===== src/rtl/mest_pro_pkg.sv =====
// Shared MEST-Pro constants: board channel counts and debounce/hold timing
// for hardware and for simulation.
package mest_pro_pkg;

  localparam int DEBOUNCE_CYCLES_DEFAULT = 1000000;
  localparam int HOLD_CYCLES_DEFAULT     = 100000000;

  localparam int DEBOUNCE_CYCLES_SIM = 4;
  localparam int HOLD_CYCLES_SIM     = 16;

  localparam int N_BTN_BOARD = 4;
  localparam int N_SW_BOARD  = 4;

endpackage


===== src/rtl/debounce_channel.sv =====
// One input channel: 2-flop synchronizer, stability-count debounce, registered
// level and edge pulses, plus an optional one-shot long-press detector.
module debounce_channel
  import mest_pro_pkg::*;
#(
  parameter int DEBOUNCE_CYCLES = DEBOUNCE_CYCLES_DEFAULT,
  parameter int HOLD_CYCLES     = HOLD_CYCLES_DEFAULT,
  parameter bit HOLD_EN         = 1'b1
) (
  input  logic clk,
  input  logic rstn,
  input  logic raw,
  output logic level,
  output logic rise,
  output logic fall,
  output logic change,
  output logic hold
);

  localparam int CW = $clog2(DEBOUNCE_CYCLES);
  localparam int HW = $clog2(HOLD_CYCLES);

  logic          s1_p0;
  logic          s2_p1;
  logic [CW-1:0] cnt;
  logic          level_q;
  logic          rise_q;
  logic          fall_q;
  logic          change_q;
  logic          accept;

  assign accept = (s2_p1 != level_q) && (cnt == CW'(DEBOUNCE_CYCLES - 1));

  // Stage boundary: synchronizer -> stability counter -> level and pulses
  always_ff @(posedge clk) begin
    if (!rstn) begin
      s1_p0    <= 1'b0;
      s2_p1    <= 1'b0;
      cnt      <= '0;
      level_q  <= 1'b0;
      rise_q   <= 1'b0;
      fall_q   <= 1'b0;
      change_q <= 1'b0;
    end else begin
      s1_p0    <= raw;
      s2_p1    <= s1_p0;
      rise_q   <= accept && s2_p1;
      fall_q   <= accept && !s2_p1;
      change_q <= accept;
      if (s2_p1 == level_q) begin
        cnt <= '0;
      end else if (accept) begin
        cnt     <= '0;
        level_q <= s2_p1;
      end else begin
        cnt <= cnt + 1'b1;
      end
    end
  end

  assign level  = level_q;
  assign rise   = rise_q;
  assign fall   = fall_q;
  assign change = change_q;

  generate
    if (HOLD_EN) begin : g_hold
      logic [HW-1:0] hcnt;
      logic          hold_q;

      // Saturating count of pressed cycles; the pulse fires only on the
      // transition into saturation, so a long hold never repeats.
      always_ff @(posedge clk) begin
        if (!rstn) begin
          hcnt   <= '0;
          hold_q <= 1'b0;
        end else begin
          hold_q <= level_q && (hcnt == HW'(HOLD_CYCLES - 2));
          if (!level_q) begin
            hcnt <= '0;
          end else if (hcnt != HW'(HOLD_CYCLES - 1)) begin
            hcnt <= hcnt + 1'b1;
          end
        end
      end

      assign hold = hold_q;
    end else begin : g_no_hold
      assign hold = 1'b0;
    end
  endgenerate

endmodule


===== src/rtl/board_input_conditioner.sv =====
// Debounces the raw board buttons and switches into clean levels and
// single-cycle event pulses for the rest of the MEST-Pro design.
module board_input_conditioner
  import mest_pro_pkg::*;
#(
  parameter int N_BTN           = N_BTN_BOARD,
  parameter int N_SW            = N_SW_BOARD,
  parameter int DEBOUNCE_CYCLES = DEBOUNCE_CYCLES_DEFAULT,
  parameter int HOLD_CYCLES     = HOLD_CYCLES_DEFAULT
) (
  input  logic             CLK100MHZ,
  input  logic             RSTN,
  input  logic [N_BTN-1:0] BTN,
  input  logic [N_SW-1:0]  SW,
  output logic [N_BTN-1:0] BTN_LEVEL,
  output logic [N_BTN-1:0] BTN_PRESS,
  output logic [N_BTN-1:0] BTN_RELEASE,
  output logic [N_BTN-1:0] BTN_HOLD,
  output logic [N_SW-1:0]  SW_LEVEL,
  output logic [N_SW-1:0]  SW_CHANGE
);

  logic [N_BTN-1:0] btn_change_unused;
  logic [N_SW-1:0]  sw_rise_unused;
  logic [N_SW-1:0]  sw_fall_unused;
  logic [N_SW-1:0]  sw_hold_unused;

  generate
    for (genvar i = 0; i < N_BTN; i++) begin : g_btn
      debounce_channel #(
        .DEBOUNCE_CYCLES(DEBOUNCE_CYCLES),
        .HOLD_CYCLES    (HOLD_CYCLES),
        .HOLD_EN        (1'b1)
      ) u_chan (
        .clk   (CLK100MHZ),
        .rstn  (RSTN),
        .raw   (BTN[i]),
        .level (BTN_LEVEL[i]),
        .rise  (BTN_PRESS[i]),
        .fall  (BTN_RELEASE[i]),
        .change(btn_change_unused[i]),
        .hold  (BTN_HOLD[i])
      );
    end

    for (genvar i = 0; i < N_SW; i++) begin : g_sw
      debounce_channel #(
        .DEBOUNCE_CYCLES(DEBOUNCE_CYCLES),
        .HOLD_CYCLES    (HOLD_CYCLES),
        .HOLD_EN        (1'b0)
      ) u_chan (
        .clk   (CLK100MHZ),
        .rstn  (RSTN),
        .raw   (SW[i]),
        .level (SW_LEVEL[i]),
        .rise  (sw_rise_unused[i]),
        .fall  (sw_fall_unused[i]),
        .change(SW_CHANGE[i]),
        .hold  (sw_hold_unused[i])
      );
    end
  endgenerate

endmodule


===== config.mk =====
export PLATFORM = sky130hd
export DESIGN_NAME = board_input_conditioner
export DESIGN_NICKNAME = d
export VERILOG_FILES = /design/src/rtl/mest_pro_pkg.sv /design/src/rtl/debounce_channel.sv /design/src/rtl/board_input_conditioner.sv
export SDC_FILE = /design/constraint.sdc
export NUM_CORES = 1
export LEC_CHECK = 0
export ABC_AREA = 1
export BUFFER_PORTS_ARGS = -buffer_cell sky130_fd_sc_hd__buf_4
export CELL_PAD_IN_SITES_DETAIL_PLACEMENT = 2
export CELL_PAD_IN_SITES_GLOBAL_PLACEMENT = 2
export CORE_UTILIZATION = 35
export DETAILED_ROUTE_END_ITERATION = 16
export PLACE_DENSITY_LB_ADDON = 0.25
export SYNTH_ARGS = -nofsm -noshare
export SYNTH_HDL_FRONTEND = slang
export SYNTH_SLANG_ARGS = --single-unit

===== constraint.sdc =====
create_clock -name CLK100MHZ -period 1.65 [get_ports CLK100MHZ]
set_input_delay 0.33 -clock CLK100MHZ [delete_from_list [all_inputs] [get_ports CLK100MHZ]]
set_output_delay 0.33 -clock CLK100MHZ [all_outputs]
set_load 0.005 [all_outputs]

==> results of run 1 <==
-- metrics by stage --
stage          util (%)  power (mW)  TNS [ns]  area, um^2  worst slack (ns)
4_1_cts            41.3        16.5         0       18700           0.00144
5_1_grt            41.7        16.8    -0.263       18900           -0.0672
2_1_floorplan         -        7.71         0       16100             0.176
3_5_place_dp       38.3        7.80   -0.0906       17300           -0.0566
6_report           41.7        16.3         0       18900            0.0818
3_3_place_gp       38.3        7.79         0       17300            0.0920
-- cell type report --
class	instances	area (um^2)	area share [%]
diodes	1	2.50	0.0133
well taps	600	751	3.98
multi-input cells	1876	8730	46.2
flip-flops and latches	308	6180	32.7
inverters	266	998	5.29
repair buffers	118	957	5.07
clock inverters	17	166	0.881
clock buffers	52	1090	5.80
-- cell usage in the layout (no fill, tap or decap), types with 11 or more instances in the layout --
cell type  instances
nand3b_1          19
clkinv_2          12
nand2_1          687
dfxtp_1          301
o21ai_0           28
nor2_1           582
clkbuf_16         39
nor3_1            27
nand4_1           49
buf_4            106
nor2_4            14
inv_1            264
nand3_1          145
ha_1              11
a21oi_1          131
xnor2_1           56
xor2_1            51
nor2_2            15
-- layer usage --
layer  vias up  track usage, %  share of wire, %
met1      8035            27.4                44
met2       135            43.2                51
met4         0            6.55               2.3
li1       7993               -                 -
met3        93            3.48               2.3
met5         -               0                 0
-- power groups by stage --
| stage | Combinational, mW | Sequential [mW] | Clock, mW |
|---|---|---|---|
| floorplan | 0.0731 | 7.64 | 0 |
| global placement | 0.150 | 7.64 | 0 |
| detailed placement | 0.158 | 7.64 | 0 |
| CTS | 0.173 | 7.48 | 8.90 |
| global route | 0.187 | 7.47 | 9.15 |
| finish | 0.169 | 7.47 | 8.62 |
-- logic make-up (layout without fill, tap and decap cells) --
family	count (synthesis)	count (layout)	synth area share, %
xor gates and xnor gates	107	107	5.83
other	0	1	0
and+or+nand+nor	1585	1587	40.9
buffers and inverters	320	453	8.34
adders and majority gates	16	16	1.25
AOI/OAI and AO/OA	166	166	5.26
DFF	308	308	38.4
-- worst min path at each step --
| stage | from | end | depth (start not counted) | slack [ns] |
|---|---|---|---|---|
| after floorplan | g_btn[0].u_chan.s1_p0 | g_btn[0].u_chan.s2_p1 | 2 | 0.39 |
| after global placement | g_sw[3].u_chan.s1_p0 | g_sw[3].u_chan.s2_p1 | 2 | 0.39 |
| after detailed placement | g_btn[3].u_chan.s1_p0 | g_btn[3].u_chan.s2_p1 | 2 | 0.41 |
| after CTS | BTN[1] | g_btn[1].u_chan.s1_p0 | 3 | 0.007 |
| after global routing | BTN[1] | g_btn[1].u_chan.s1_p0 | 3 | 0.05 |
| final | BTN[1] | g_btn[1].u_chan.s1_p0 | 3 | 0.05 |
-- worst min-delay path, delay by kind of cell --
kind / cells / cell delay, ns
buffers and inverters: 2 / 0.15
and+or+nand+nor: 1 / 0.10
-- repair_timing --
action | 4_1_cts | 5_1_grt
resized for setup | 7 | 42
setup buffers | 0 | 4
hold endpoints to repair | 7 | 0
gates cloned | 1 | 1
setup endpoints to repair | 24 | 188
pin swaps | 1 | 15
hold buffers | 7 | 0
-- sequential cells by signal, summed over array words and instances (netlist names) --
| register | count |
|---|---|
| g_sw.u_chan.level | 4 |
| g_sw.u_chan.cnt | 80 |
| g_btn.u_chan.fall | 4 |
| g_btn.u_chan.rise | 4 |
| g_sw.u_chan.change | 4 |
| g_sw.u_chan.s1_p0 | 4 |
| g_btn.u_chan.hold | 4 |
| g_btn.u_chan.s2_p1 | 4 |
| g_btn.u_chan.g_hold.hcnt | 108 |
| g_sw.u_chan.s2_p1 | 4 |
| g_btn.u_chan.level | 4 |
| g_btn.u_chan.s1_p0 | 4 |
| g_btn.u_chan.cnt | 80 |
==> summary.md, run 1 <==
| Metric | Value |
|---|---|
| Status | completed |
| Syn Nets | 2528 |
| Period utilization | 95.0% |
| Slew headroom | 72.9% |
| CP required | 2.11 ns |
| Cell-internal power | 12.6 mW |
| Drt first-iter violations | 393 |
| Critical Path End | g_btn[3].u_chan.g_hold.hcnt[1] |
| Layout Skew | 0.0215 ns |
| Syn avg cell area | 6.42 um^2 |
| Critical path startpoint | g_btn[3].u_chan.g_hold.hcnt[0] |
| H-Tree Level Count | 2 |
| Post-synthesis sequential area ratio | 38.4% |
| Die Y-Extent | 216 um |
| Filler instances | 5567 |
| DR WL/cell | 16.7 um |
| Worst Hold Slack | 0.0510 ns |
| Maximum vdd drop | 0.649 mV |
| Leading cell type by number of instances after synthesis | nand2_1 |
| CTS Sinks | 308 |
| GPL Wtd Cong | 0.833 |
| Logic pwr share | 1.0% |
| Fin. Hold Viols | 0 |
| Chip width | 216 um |
| Core Region | 45300 um^2 |
| Critical path's slowest cell | dfxtp_4 |
| Largest delay share family, worst path | simple AND/OR/NAND/NOR gates |
| CTS buffer count | 39 |
| # rows | 78 |
| Final min period | 1.57 ns |
| Buffers and inverters on the worst path | 1 |
| Buffers on Ports | 33 |
| All-layer global routing usage | 23.2% |
| Reg clk slew, reported paths | 0.06 ns |
| Share of power burned in registers | 46.0% |
| Global-route wire length before repair | 90100 um |
| FF+latch count, synth | 308 |
| Leak pwr | 6.08 nW |
| Final nets | 2635 |
| Post-synthesis cell count | 2502 |
| Number of global-route vias before repair | 18300 |
| Initial antenna violation count | 1 |
| Top cell type's share of synthesized area | 38.4% |
| Max-cap violations | 0 |
| Worst min-delay path class | in -> reg |
| DP Cell Count | 3155 |
| Critical path, cell by cell | ha_2, inv_1, nor2_4, nand2_4, nor2_2, nand2_2, nand2_2, nand2_1, nor2_1 |
| Setup crit start kind | flip-flop |
| Top cell by count, worst path | nand2_2 |
| Most frequent cells after synthesis | nand2_1, nor2_1, dfxtp_1 |
| Final setup vio count | 0 |
| CTS tree | built |
| Setup CP Type | reg -> reg |
| Synth async-reset ratio | 0% |
| Switch share | 22.2% |
| DRC Markers | 0 |
| Synth top area cells | dfxtp_1, nand2_1, nor2_1, inv_1, nand3_1 |
| CTS Buffer Depth | 3 |
| Layout cells sized above 1 | 9.63% |
| Starting Density | 35.5% |
| Crit path arrival time | 2.03 ns |
| Worst path max stage delay | 0.38 ns |
| Post-synth EDFFs | 0 |
| WP depth | 9 |
| Clock share of power | 53.0% |
| Die ar. | 46800 um^2 |
| I/O pins | 34 |
| First-pass detailed-route iteration total | 6 |
| Total grt overflow | 0 |
| ANT nets after route | 0 |
| Area leader, netlist | dfxtp_1 |
| Pins over their slew limit | 0 |
| Ys flop type | dfxtp_1 |
| RR Endpoint | g_btn[3].u_chan.g_hold.hcnt[1] |
| Highest achievable clock rate | 0.638 GHz |
| Post-Syn Area | 16100 um^2 |
| Switching pwr | 3.62 mW |
| Crit Path Max Fanout | 6 |
| Post-route insts no fill | 3238 |
| Routed WL | 54200 um |
| Register-to-register setup slack | 0.08 ns |
| FF-to-FF Start | g_btn[3].u_chan.g_hold.hcnt[0] |
| Count of warnings emitted by yosys | 0 |
| Worst R2R Path Depth | 9 |
| Worst-Skew Late Latency | 0.57 ns |
| Area growth from synthesis to layout | 17.5% |
| Dpl hpwl | 39000 um |
| Post-synth cell types | 33 |
| CTS root buffer | clkbuf_16 |
| Worst slew pin tran | 0.404 ns |
| Vias per cell | 5.02 |
| Worst Setup End Kind | flip-flop |
| Largest net degree at the start of global routing | 22 |
| Vias | 16300 |
| Cell Pwr Density | 862 nW/um^2 |
Note: power is estimated with default switching activity, not from simulation.
==> inputs of run 2 (changes only) <==
Settings changed: GPL_TIMING_DRIVEN set to 0.
==> summary.md, run 2 (synthesized netlist as in run 1, its figures left out) <==
| Metric | Value |
|---|---|
| Buffers on Ports | 33 |
| Vias per cell | 4.99 |
| Met3 Use GR | 2.72% |
| Worst R2R Path Depth | 9 |
| Worst min-delay path class | in -> reg |
| Slew headroom | 54.5% |
| Filler instances | 5483 |
| CTS tree | built |
| Met2 Use GR | 42.5% |
| Buffers and inverters on the worst path | 1 |
| Worst Setup End Kind | flip-flop |
| I/O pins | 34 |
| RR Endpoint | g_btn[1].u_chan.g_hold.hcnt[1] |
| Most frequent cells in the layout | nand2_1, nor2_1, dfxtp_1 |
| Layout cells sized above 1 | 9.86% |
| Critical path startpoint | g_btn[1].u_chan.g_hold.hcnt[0] |
| Setup crit start kind | flip-flop |
| Cell Pwr Density | 889 nW/um^2 |
| Worst-Skew Late Latency | 0.55 ns |
| Die ar. | 46800 um^2 |
| Worst path max stage delay | 0.39 ns |
| Status | completed |
| Global-route wire length before repair | 87800 um |
| Dpl hpwl | 38600 um |
| All-layer global routing usage | 22.6% |
| Critical path's slowest cell | dfxtp_2 |
| Max FFs per register | 108 |
| Total grt overflow | 0 |
| Maximum vdd drop | 0.625 mV |
| Setup CP Type | reg -> reg |
| Starting Density | 35.5% |
| Ant. Diodes | 0 |
| GR peak layer | met2 |
| Largest net degree at the start of global routing | 13 |
| Critical Path End | g_btn[1].u_chan.g_hold.hcnt[1] |
| Max-cap violations | 0 |
| Crit path arrival time | 2.07 ns |
| CTS Sinks | 308 |
| DRC Markers | 0 |
| # rows | 78 |
| H-Tree Level Count | 2 |
| DR WL/cell | 16.6 um |
| Vias | 16100 |
| Reg clk slew, reported paths | 0.06 ns |
| Highest achievable clock rate | 0.631 GHz |
| Largest regs | g_btn.u_chan.g_hold.hcnt (108), g_btn.u_chan.cnt (80), g_sw.u_chan.cnt (80) |
| Layout Utilization | 41.8% |
| Layout Skew | 0.00911 ns |
| Worst slew pin tran | 0.683 ns |
| CTS root buffer | clkbuf_16 |
| CTS buffer count | 40 |
| Die Y-Extent | 216 um |
| Top cell by count, worst path | nand2_1 |
| Chip width | 216 um |
| Final min period | 1.59 ns |
| Final nets | 2626 |
| Period utilization | 96.1% |
| GPL Wtd Cong | 0.815 |
| Critical path, cell by cell | ha_4, inv_1, nor2_4, nand2_2, nor2_2, nand2_1, nand2_1, nand2_1, nor2_1 |
| Leak pwr | 6.03 nW |
| Number of global-route vias before repair | 18000 |
| Final setup vio count | 0 |
| CP required | 2.14 ns |
| Largest delay share family, worst path | simple AND/OR/NAND/NOR gates |
| Fin. Hold Viols | 0 |
| Area growth from synthesis to layout | 17.9% |
| CTS Buffer Depth | 3 |
| Routed WL | 53500 um |
| Core Region | 45300 um^2 |
| ANT nets after route | 0 |
| Initial antenna violation count | 0 |
| Drt first-iter violations | 411 |
| Met1 Resource Use GR | 26.1% |
| Register-to-register setup slack | 0.06 ns |
| Commonest non-fill, non-tap cell in the layout | nand2_1 |
| FF-to-FF Start | g_btn[1].u_chan.g_hold.hcnt[0] |
| Pins over their slew limit | 0 |
| First-pass detailed-route iteration total | 4 |
| Crit Path Max Fanout | 5 |
| Biggest register | g_btn.u_chan.g_hold.hcnt |
| WP depth | 9 |
| Overall Power | 16.8 mW |
-- run 2: final cells by class --
cell class	instances	area, um^2	share of cell area, %
Buffer	54	384	2.03
Clock buffer	56	1170	6.19
Clock inverter	12	188	0.991
Inverter	266	998	5.27
Multi-Input combinational cell	1875	8830	46.6
Sequential cell	308	6190	32.7
Tap cell	600	751	3.96
Timing Repair Buffer	55	433	2.29
-- run 2: metal layers --
metal / part of all wire (%) / wire (um) / vias to the layer above
li1: - / - / 7964
met1: 43 / 23200 / 7903
met2: 52 / 27700 / 129
met3: 2.1 / 1150 / 92
met4: 2.7 / 1430 / 0
met5: 0 / 0 / -
-- run 2: worst min path at each step --
| stage | endpoint | slack [ns] | start | depth (start not counted) |
|---|---|---|---|---|
| final | g_btn[0].u_chan.g_hold.hcnt[3] | 0.27 | RSTN | 3 |
| after global routing | g_btn[0].u_chan.g_hold.hcnt[22] | 0.28 | RSTN | 3 |
| after CTS | g_btn[1].u_chan.g_hold.hcnt[4] | 0.26 | RSTN | 3 |
| after detailed placement | g_btn[3].u_chan.s2_p1 | 0.41 | g_btn[3].u_chan.s1_p0 | 2 |
| after global placement | g_sw[1].u_chan.s2_p1 | 0.40 | g_sw[1].u_chan.s1_p0 | 2 |
| after floorplan | g_btn[0].u_chan.s2_p1 | 0.39 | g_btn[0].u_chan.s1_p0 | 2 |
-- run 2: metrics by stage --
step / cell area [um^2] / worst slack (ns) / cells / hold WS, ns / TNS [ns]
4_1_cts: 18700 / 0.00382 / 3219 / 0.262 / 0
5_1_grt: 18900 / -0.0539 / 3226 / 0.276 / -0.416
2_1_floorplan: 16100 / 0.176 / 2502 / 0.390 / 0
3_3_place_gp: 17100 / -0.353 / 3135 / 0.396 / -8.43
6_report: 18900 / 0.0645 / 3226 / 0.266 / 0
3_5_place_dp: 17100 / -0.324 / 3135 / 0.406 / -16.18
-- run 2: what timing repair did --
action | in CTS | in global routing
hold buffers | 8 | 0
pin swaps | 7 | 11
gates cloned | 1 | 0
endpoints found under the hold margin | 8 | 0
resized for setup | 39 | 55
setup buffers | 7 | 7
setup endpoints to repair | 172 | 215
-- run 2: worst register-to-register path, delay by kind of cell (launching register included) --
kind / cells / cell delay [ns]
adder cells (fa/ha/maj): 1 / 0.18
buffers and inverters: 1 / 0.08
flip-flops: 1 / 0.39
AND/OR/NAND/NOR: 7 / 0.88
-- run 2: power by group --
| group | switching, mW | total (mW) | internal, mW |
|---|---|---|---|
| logic | 0.108 | 0.167 | 0.0587 |
| registers | 0.0182 | 7.47 | 7.46 |
| clock network | 3.50 | 9.20 | 5.70 |
| total | 3.62 | 16.8 | 13.2 |
==> inputs of run 3 (changes only) <==
Settings changed: PLACE_DENSITY set to 0.8, PLACE_DENSITY_LB_ADDON 0.25 to unset.
==> summary.md, run 3 (synthesized netlist as in run 1, its figures left out) <==
| Metric | Value |
|---|---|
| Routed WL | 53600 um |
| Setup TNS | 0 ns |
| CTS Buffer Depth | 3 |
| Number of global-route vias before repair | 18000 |
| Vias per cell | 4.98 |
| I/O pins | 34 |
| Register-to-register setup slack | 0.05 ns |
| Fin. Hold Viols | 0 |
| Die ar. | 46800 um^2 |
| Slew headroom | 59.5% |
| Placed inst area | 17100 um^2 |
| Starting Density | 35.5% |
| # rows | 78 |
| All-layer global routing usage | 23.1% |
| Largest net degree at the start of global routing | 13 |
| Setup crit start kind | flip-flop |
| Worst Hold Slack | 0.0384 ns |
| Worst Setup End Kind | flip-flop |
| Filler instances | 5542 |
| Hold Crit Depth | 3 |
| Biggest register | g_btn.u_chan.g_hold.hcnt |
| DRC Markers | 0 |
| Max FFs per register | 108 |
| Total grt overflow | 0 |
| Global-route wire length before repair | 89500 um |
| Vias | 16000 |
| Worst R2R Path Depth | 8 |
| Fin area | 18900 um^2 |
| Worst-Skew Late Latency | 0.55 ns |
| Core Region | 45300 um^2 |
| Cell Pwr Density | 902 nW/um^2 |
| Setup CP Type | reg -> reg |
| ANT nets after route | 0 |
| Worst min-delay path class | in -> reg |
| Final setup vio count | 0 |
| Final nets | 2618 |
| Crit Path Max Fanout | 10 |
| Layout cells sized above 1 | 9.85% |
| CTS buffer count | 40 |
| Leak pwr | 6.03 nW |
| Final min period | 1.60 ns |
| Worst slew pin tran | 0.608 ns |
| Max-cap violations | 0 |
| Die Y-Extent | 216 um |
| Dpl hpwl | 39000 um |
| CTS Sinks | 308 |
| GPL Wtd Cong | 0.804 |
| Drt first-iter violations | 493 |
| Chip width | 216 um |
| Highest achievable clock rate | 0.626 GHz |
| CTS root buffer | clkbuf_16 |
| Maximum vdd drop | 0.675 mV |
| CP required | 2.09 ns |
| Reg clk slew, reported paths | 0.06 ns |
| Most frequent cells in the layout | nand2_1, nor2_1, dfxtp_1 |
| Area growth from synthesis to layout | 17.8% |
| Period utilization | 96.9% |
| Layout Skew | 0.0181 ns |
| First-pass detailed-route iteration total | 4 |
| Largest regs | g_btn.u_chan.g_hold.hcnt (108), g_btn.u_chan.cnt (80), g_sw.u_chan.cnt (80) |
| Commonest non-fill, non-tap cell in the layout | nand2_1 |
| Initial antenna violation count | 0 |
| Crit path arrival time | 2.03 ns |
| Pins over their slew limit | 0 |
| Buffers on Ports | 33 |
| CTS tree | built |
| Ant. Diodes | 0 |
| H-Tree Level Count | 2 |
| Status | completed |
| DR WL/cell | 16.7 um |
==> run 3: changes by cell type in the layout (fill, tap and decap cells not counted), moves of 2 or more <==
cell       change
buf_4          -6
buf_6          -2
bufinv_16      +2
clkbuf_1       -2
clkbuf_8       -3
clkinv_2       +4
nand3_2        +2
nor2_4         +2
==> run 3: critical path: stages (launching register included) <==
cell,delay (ns)
dfxtp_1,0.40
nand2_1,0.12
nor2_1,0.19
nand2_1,0.09
nor2_1,0.18
nand2_1,0.15
buf_6,0.18
nor2_1,0.12
nor2_1,0.07
==> run 3: routing by layer <==
layer	routed length, um	vias up	GRT usage [%]
li1	-	7952	-
met1	23900	7870	27.7
met2	27500	110	42.9
met3	953	89	2.44
met4	1290	0	7.58
met5	0	-	0
==> run 3: metrics by stage <==
stage | power, mW | instances | util (%) | setup slack, ns
after global placement | 7.79 | 3135 | 37.7 | -0.319
after global routing | 17.6 | 3219 | 41.8 | -0.0174
after detailed placement | 7.80 | 3135 | 37.7 | -0.322
final | 17.1 | 3219 | 41.8 | 0.0516
after floorplan | 7.71 | 2502 | - | 0.176
after CTS | 17.3 | 3216 | 41.3 | 0.000886
==> run 3: layout make-up <==
type / instances / area, um^2 / area share, %
clock inverter: 18 / 268 / 1.41
inverter: 266 / 998 / 5.28
multi-input combinational: 1875 / 8850 / 46.7
sequential: 308 / 6190 / 32.7
tap: 600 / 751 / 3.97
clock buffer: 51 / 1120 / 5.94
buffer: 54 / 377 / 1.99
timing repair buffer: 47 / 370 / 1.96
==> run 3: what timing repair did <==
action / 4_1_cts / 5_1_grt
hold endpoints to repair: 7 / 0
resized for setup: 42 / 54
endpoints found under the setup margin: 159 / 200
pin swaps: 5 / 9
cloned: 1 / 0
buffers inserted: 4 / 3
hold buffers: 7 / 0
==> run 3: final timing paths <==
kind / end / from
setup / recovery: g_btn[3].u_chan.g_hold.hcnt[1] / g_btn[3].u_chan.g_hold.hcnt[21]
hold / removal: g_btn[0].u_chan.s1_p0 / BTN[0]
setup reg to reg: g_btn[3].u_chan.g_hold.hcnt[1] / g_btn[3].u_chan.g_hold.hcnt[21]
hold reg to reg: g_sw[0].u_chan.s2_p1 / g_sw[0].u_chan.s1_p0
==> run 3: power by group <==
group,leakage [nW],switching (mW),internal (mW)
sequential,2.49,0.0179,7.46
clock,0.691,3.54,5.88
combinational,2.85,0.112,0.0563
total,6.03,3.67,13.4
